## config.mk

```make
export PLATFORM = sky130hd
export DESIGN_NAME = l0_seq
export DESIGN_NICKNAME = d
export VERILOG_FILES = /design/src/rtl/l0_seq.sv
export SDC_FILE = /design/constraint.sdc
export NUM_CORES = 1
export LEC_CHECK = 0
export BUFFER_PORTS_ARGS = -buffer_cell sky130_fd_sc_hd__clkbuf_2
export CAP_MARGIN = 10
export CORE_ASPECT_RATIO = 0.8
export CORE_UTILIZATION = 50
export CTS_BUF_LIST = sky130_fd_sc_hd__clkbuf_8
export DETAILED_ROUTE_END_ITERATION = 8
export GPL_ROUTABILITY_DRIVEN = 0
export PLACE_DENSITY_LB_ADDON = 0.25
export SLEW_MARGIN = 10
export SYNTH_ARGS = -nofsm -noshare
export SYNTH_HDL_FRONTEND = slang
export SYNTH_SLANG_ARGS = --single-unit
```

## constraint.sdc

```tcl
create_clock -name clk -period 5.9 [get_ports clk]
set_clock_uncertainty 0.2 [all_clocks]
set_input_delay 1.18 -clock clk [delete_from_list [all_inputs] [get_ports clk]]
set_output_delay 1.18 -clock clk [all_outputs]
set_load 0.005 [all_outputs]
```

## src/rtl/l0_seq.sv

```systemverilog
// l0_seq: streams row-vectors from SRAM into the L0 FIFOs and drains them into the MAC array.
// Optional feature macro L0_SKEW_EN: per-row read enables form a diagonal wavefront.
module l0_seq #(
  parameter int row    = 8,
  parameter int depth  = 64,
  parameter int addr_w = 11,
  parameter int len_w  = 7
) (
  input  logic              clk,
  input  logic              reset,
  input  logic              start,
  input  logic [addr_w-1:0] base_addr,
  input  logic [len_w-1:0]  len,
  input  logic              drain_ready,
  input  logic              l0_full,
  output logic              sram_cen,
  output logic              sram_wen,
  output logic [addr_w-1:0] sram_addr,
  output logic              l0_wr,
  output logic [row-1:0]    l0_rd,
  output logic              busy,
  output logic              done,
  output logic              err
);

  localparam int dw = $clog2(depth + 1);
  localparam int cw = ((len_w > dw) ? len_w : dw) + 1;
  localparam int fw = $clog2(row + 1);
`ifdef L0_SKEW_EN
  localparam int flush_len = row;
`else
  localparam int flush_len = 1;
`endif
  localparam logic [cw-1:0] dep    = cw'(depth);
  localparam logic [fw-1:0] fl_end = fw'(flush_len - 1);

  typedef enum logic [1:0] {
    IDLE,
    RUN,
    FLUSH,
    DONE
  } state_t;

  state_t            state_q, state_d;
  logic [addr_w-1:0] base_q, addr_q;
  logic [cw-1:0]     len_q, iss_q, wcnt_q, rcnt_q;
  logic [fw-1:0]     fl_q;
  logic              cen_q, wr_q, err_q;
  logic              accept, issue, rd_dec, running;

  // occ + inflight is issued - read decisions; avail is written - read decisions
  assign running = (state_q == RUN);
  assign accept  = (state_q == IDLE) && start;
  assign issue   = running && (iss_q < len_q)
                && ((iss_q - rcnt_q) < dep);
  assign rd_dec  = running && drain_ready
                && (wcnt_q != rcnt_q) && (rcnt_q < len_q);

  // state register
  always_ff @(posedge clk or negedge reset) begin
    if (!reset) state_q <= IDLE;
    else        state_q <= state_d;
  end

  // next-state logic
  always_comb begin
    state_d = state_q;
    unique case (state_q)
      IDLE: begin
        if (start) state_d = (len == '0) ? DONE : RUN;
      end
      RUN: begin
        if (rcnt_q == len_q) state_d = FLUSH;
      end
      FLUSH: begin
        if (fl_q == fl_end) state_d = DONE;
      end
      DONE: state_d = IDLE;
      default: state_d = IDLE;
    endcase
  end

  // transfer parameters and progress counters
  always_ff @(posedge clk or negedge reset) begin
    if (!reset) begin
      base_q <= '0;
      len_q  <= '0;
      iss_q  <= '0;
      wcnt_q <= '0;
      rcnt_q <= '0;
      fl_q   <= '0;
    end else begin
      if (accept) begin
        base_q <= base_addr;
        len_q  <= cw'(len);
        iss_q  <= '0;
        wcnt_q <= '0;
        rcnt_q <= '0;
      end else begin
        if (issue)  iss_q  <= iss_q + 1'b1;
        if (wr_q)   wcnt_q <= wcnt_q + 1'b1;
        if (rd_dec) rcnt_q <= rcnt_q + 1'b1;
      end
      fl_q <= (state_q == FLUSH) ? fl_q + 1'b1 : '0;
    end
  end

  // SRAM request, 1-cycle-later L0 write strobe, sticky overflow flag
  always_ff @(posedge clk or negedge reset) begin
    if (!reset) begin
      cen_q  <= 1'b1;
      addr_q <= '0;
      wr_q   <= 1'b0;
      err_q  <= 1'b0;
    end else begin
      cen_q <= ~issue;
      if (issue) addr_q <= base_q + addr_w'(iss_q);
      wr_q <= ~cen_q;
      if (accept)              err_q <= 1'b0;
      else if (l0_full && wr_q) err_q <= 1'b1;
    end
  end

`ifdef L0_SKEW_EN
  logic [row-1:0] rd_q;

  // row i fires one cycle after row i-1
  always_ff @(posedge clk or negedge reset) begin
    if (!reset) rd_q <= '0;
    else        rd_q <= (rd_q << 1) | row'(rd_dec);
  end

  assign l0_rd = rd_q;
`else
  logic rd_q;

  // all rows read together
  always_ff @(posedge clk or negedge reset) begin
    if (!reset) rd_q <= 1'b0;
    else        rd_q <= rd_dec;
  end

  assign l0_rd = {row{rd_q}};
`endif

  assign sram_cen  = cen_q;
  assign sram_wen  = 1'b1;
  assign sram_addr = addr_q;
  assign l0_wr     = wr_q;
  assign busy      = (state_q != IDLE);
  assign done      = (state_q == DONE);
  assign err       = err_q;

endmodule

```

# Yosys cells after proc, flatten, opt, wreduce, memory -nomap -nowiden
# Cells that the tools add are included.
totals:
  inputBits: 23
  out_inout_bits: 25
  regBits: 63
op_classes:
  addsub: 6
  bitwise_logic: 2
  n_reduce_logical: 16
  magnitude_cmp: 3
  n_mux: 14
  n_eq_ne: 8
ops:
  columns: ["op", "count"]
  rows:
  - ["8-bit 2-to-1 mux", 6]
  - ["8-bit by 1-bit adder with 8-bit output (second input constant)", 3]
  - ["8-bit by 7-bit < comparator with 1-bit output", 2]
  - ["11-bit by 8-bit adder with 11-bit output", 1]
  - ["2-bit nonzero test", 5]
  - ["8-bit by 7-bit equality test with 1-bit output", 1]
  - ["8-bit by 7-bit < comparator with 1-bit output (second input constant)", 1]
  - ["2-bit 2-to-1 mux", 4]
  - ["8-bit != test", 1]
  - ["2-bit one-hot mux with 4 select lines", 1]
  - ["8-bit subtractor", 1]
  - ["1-bit logical AND", 7]
  - ["7-bit logical NOT", 1]
  - ["4-bit by 1-bit adder with 4-bit output (second input constant)", 1]
  - ["2-bit equality test (second input constant)", 2]
  - ["4-bit logical NOT", 1]
  - ["4-bit 2-to-1 mux", 1]
  - ["2-bit != test (second input constant)", 2]
  - ["3-bit AND reduction", 1]
  - ["2-bit by 1-bit equality test with 1-bit output (second input constant)", 1]
  - ["2-bit logical NOT", 1]
  - ["1-bit 2-to-1 mux", 2]
  - ["2-bit by 1-bit != test with 1-bit output (second input constant)", 1]
  - ["1-bit inverter", 2]

# Depth between registers and ports, before layout
logic_depth:
  depth_word: 6
  mapped_depth: 10
  mapped_depth_nobuf: 9

# Least setup slack after synthesis
# No wires, ideal clock.
synth_path:
  path_kind: "input to register"
  startpoint: "input port drain_ready"
  endpoint: "register rcnt_q[6]"
  cell_stages: 6
  required_ns: 5.571
  t_arrival_ns: 2.292
  path_slack_ns: 3.278
  setup_time_ns: 0.129
  cell_sequence: "nand2b_1 a2111oi_0 o21ai_1 or3_1 o211ai_1 o31ai_1"
synth_via:
  elab_chain_cells: 4
synth_lines:
  columns: ["item", "line_no", "source"]
  rows:
  - ["start: declaration", "14", "input logic drain_ready,"]
  - ["1-bit logical AND", "56", "assign rd_dec = running && drain_ready"]
  - ["1-bit logical AND (2 in a row)", "57", "&& (wcnt_q != rcnt_q) && (rcnt_q < len_q);"]
  - ["2-bit nonzero test (no line)", null, null]
  - ["end signal: assignment", "102", "if (rd_dec) rcnt_q <= rcnt_q + 1'b1;"]
  - ["end: declaration", "46", "logic [cw-1:0] len_q, iss_q, wcnt_q, rcnt_q;"]
# Every way passes these cells.
# A chain may end at the register's enable or synchronous reset.

# Final worst setup path
layout_path:
  startpoint: "register iss_q[5]"
  endpoint: "register addr_q[2] (netlist: sram_addr[2])"
layout_via:
  elab_chain_cells: 3
  word_cells_on_any_way: 5
layout_lines:
  columns: ["item", "line_no", "source"]
  rows:
  - ["start: declaration", "46", null]
  - ["start signal: assignment", "100", "if (issue) iss_q <= iss_q + 1'b1;"]
  - ["8-bit subtractor / 8-bit by 7-bit < comparator with 1-bit output (equally long branches)", "55, 54", null]
  - ["8-bit by 7-bit < comparator with 1-bit output / 1-bit logical AND (equally long branches)", "55, 54", null]
  - ["1-bit logical AND (*)", "55", "&& ((iss_q - rcnt_q) < dep);"]
  - ["end signal: assignment", "117", "if (issue) addr_q <= base_q + addr_w'(iss_q);"]
  - ["end: declaration", "45", "logic [addr_w-1:0] base_q, addr_q;"]
# Mark *: on every way between the ends. The rest lies on a longest branch, timed or not.

==> flow_summary.ini <==
[outcome]
status = finished, final reports clean

[floorplanning]
fp.coreArea_mm2 = 0.007392
die_height_um = 80.21
ioPinCount = 48
dieArea_mm2 = 0.008001
initial_core_util_pct = 51.71
rows = 28
fp.dieW_um = 99.76

[power]
ir_drop_mv = 0.1987
power.density_mw_per_mm2 = 462.9
power_mw = 1.997
power.leakage_nw = 2.104

[timing]
period_needed_ps = 3139
drv_slew = 0
tightest_slew_ps = 834.4
relSlewSlack_pct = 44.31
setup-tns-final_ps = 0
hold_violations = 0
whs_ps = 236.6
setup_viol = 0
fin_ws_ps = 2761
fmax_mhz = 318.6
fin_crit_sh_pct = 53.20
rsz0062_at_grt = no

[clocking]
cts_resized = 0
hold_buffers = 0
cts_buffer_depth = 2
cts_buffers = 9
cts_tree = yes
path_clk_slew_ps = 70
worstSkewPairLatency_ps = 350
clockRootBuffer = clkbuf_8
cts.sink_count = 63
post_cts_buffers = 0
ctsHtreeMaxLevel = 3

[placed_design]
dp_cells = 530
io_buffers = 46
dpl_cell_area_mm2 = 0.004078
dp_hpwl_mm = 5.500
dp_slack_ps = 2727

[worst_setup_path]
crit_fanout = 12
worstPathArrival_ps = 3170
criticalPathCategory = flip-flop to flip-flop
crit_path_end = sram_addr[2]$_DFFE_PN0P_
startpoint = iss_q[5]$_DFFE_PN0P_
critPathRequiredTime_ps = 5930
ff2ff_path_depth = 6
worstReg2RegStart = iss_q[5]$_DFFE_PN0P_
startpoint_type = flip-flop
reg2reg_to = sram_addr[2]$_DFFE_PN0P_
cp-end-kind = flip-flop
ff2ff_setup_slack_ps = 2760

[logic_synthesis]
ys_seq_elements = 63
yosysWarnings = 0
synth_edf_count = 0
ys_types = 53
ys_seq_area_share_pct = 41.28
synth-compound-area-share_pct = 11.75
synthXorXnorAreaFrac_pct = 6.416
postSynthAreaPerCell_um2 = 9.604
yosys.area_share.adder_pct = 12.64
async_reset_ff_share_pct = 100.0
synth-simple-area-share_pct = 16.56
synthCells = 398
synthMuxAreaShare_pct = 5.237
synth_top_family_by_area = simple AND/OR/NAND/NOR gates
ys.flop_type = dfrtp_1
syn_area_mm2 = 0.003822
synth_nets = 459

[cells_and_area]
drive_gt1_share_pct = 17.23
diodes = 0
postLayoutCellArea_mm2 = 0.004315
num-nets-final = 497
layout-area-overhead-vs-synth_pct = 12.90
fill_cells = 669
final_cells = 546
fin_util_pct = 58.38

[global_route]
track_usage_pct = 21.95
gr-total-overflow = 0
grt_pass1_wl_mm = 13.41
grt_max_degree = 64
antenna_found_initial = 0
grt_pass1_vias = 2835

[routing]
firstDrtPassIters = 4
wl_per_cell_um = 14.39
drc = 0
vias = 2826
vias_per_cell = 5.176
routed_wl_mm = 7.856
drtIter0Drc = 132
ant_nets = 0

[hold_path]
hold_path.class = flip-flop to flip-flop

[job]
max_cap_violations = 0
cells by family (layout without fill, tap and decap cells):
logic type | after synthesis | count (layout)
AO/OA/AOI/OAI | 66 | 66
XOR/XNOR | 28 | 28
adder cells (fa/ha/maj) | 38 | 38
buffers and inverters | 50 | 93
flip-flops | 63 | 63
multiplexers | 15 | 15
other | 1 | 1
AND/OR/NAND/NOR | 137 | 137
report_power, final:
part | total (mW) | internal, mW | switching [mW]
combinational | 0.849 | 0.392 | 0.457
sequential | 0.693 | 0.575 | 0.118
clock | 0.455 | 0.278 | 0.177
Yosys cell counts (5+ instances only):
library cell	count	area, µm²
nor3_1	8	40.04
dfrtp_1	62	1551
xor2_1	7	61.31
o21ai_0	17	85.08
inv_1	29	108.9
xnor2_1	21	183.9
o31ai_1	5	37.54
o211ai_1	5	37.54
ha_1	37	462.9
nand2_1	58	217.7
and2_1	5	31.28
mux2_4	7	105.1
nand4_1	9	56.30
clkbuf_1	9	33.78
mux2i_1	5	50.05
nor2b_1	5	31.28
nor2_1	28	105.1
nand3_1	5	25.02
a21oi_1	9	45.04
buf_4	9	67.56
area by class of cell:
class	instances	area, µm²	share of cell area (%)
sequential	63	1578	36.56
timing repair buffer	48	245.2	5.683
multi-input combinational	285	2014	46.68
clock buffer	9	123.9	2.870
clock inverter	7	113.9	2.638
inverter	29	108.9	2.522
tap	105	131.4	3.044
worst max-delay path, stage by stage (launching register included):
cell	delay (ps)
dfrtp_1	450
ha_1	320
a21o_1	180
a2111oi_1	460
o31ai_1	290
nor2_2	700
mux2_2	410
cell usage in the layout, fill, tap and decap left out, types with 5 or more instances in the layout:
master	Yosys	layout
nand4_1	9	9
and2_1	5	5
mux2i_1	5	5
xnor2_1	21	21
ha_1	37	37
nor2_1	28	28
nor2b_1	5	5
clkbuf_8	0	9
nand3_1	5	5
o21ai_0	17	17
xor2_1	7	7
nor3_1	8	8
mux2_4	7	7
o31ai_1	5	5
inv_1	29	31
clkbuf_2	0	46
o211ai_1	5	5
nand2_1	58	58
dfrtp_1	62	62
a21oi_1	9	9
registers in the layout, summed over array words and instances (netlist names):
| register | count |
|---|---|
| base_q | 11 |
| sram_addr | 11 |
| iss_q | 8 |
| rcnt_q | 8 |
| wcnt_q | 8 |
| len_q | 7 |
| fl_q | 4 |
| state_q | 2 |
| err | 1 |
| l0_wr | 1 |
| rd_q | 1 |
| sram_cen | 1 |
layer usage:
metal	share of wire (%)	up-vias	global-route usage (%)	routed length (µm)
met3	5.2	10	6.614	409
met1	50	1313	28.82	3943
met5	0	-	0	0
met4	1.2	0	7.647	97
met2	43	63	34.41	3405
li1	-	1440	-	-
how the worst min path moves through the flow:
stage               slack [ps]  cells after the start         endpoint               start
finish                     240                      1  l0_wr$_DFF_PN0_  sram_cen$_DFF_PN1_
global route               260                      1  l0_wr$_DFF_PN0_  sram_cen$_DFF_PN1_
CTS                        240                      1  l0_wr$_DFF_PN0_  sram_cen$_DFF_PN1_
detailed placement         230                      1  l0_wr$_DFF_PN0_  sram_cen$_DFF_PN1_
global placement           230                      1  l0_wr$_DFF_PN0_  sram_cen$_DFF_PN1_
floorplan                  220                      1  l0_wr$_DFF_PN0_  sram_cen$_DFF_PN1_
No activity file was read; power rests on OpenSTA's default activity.
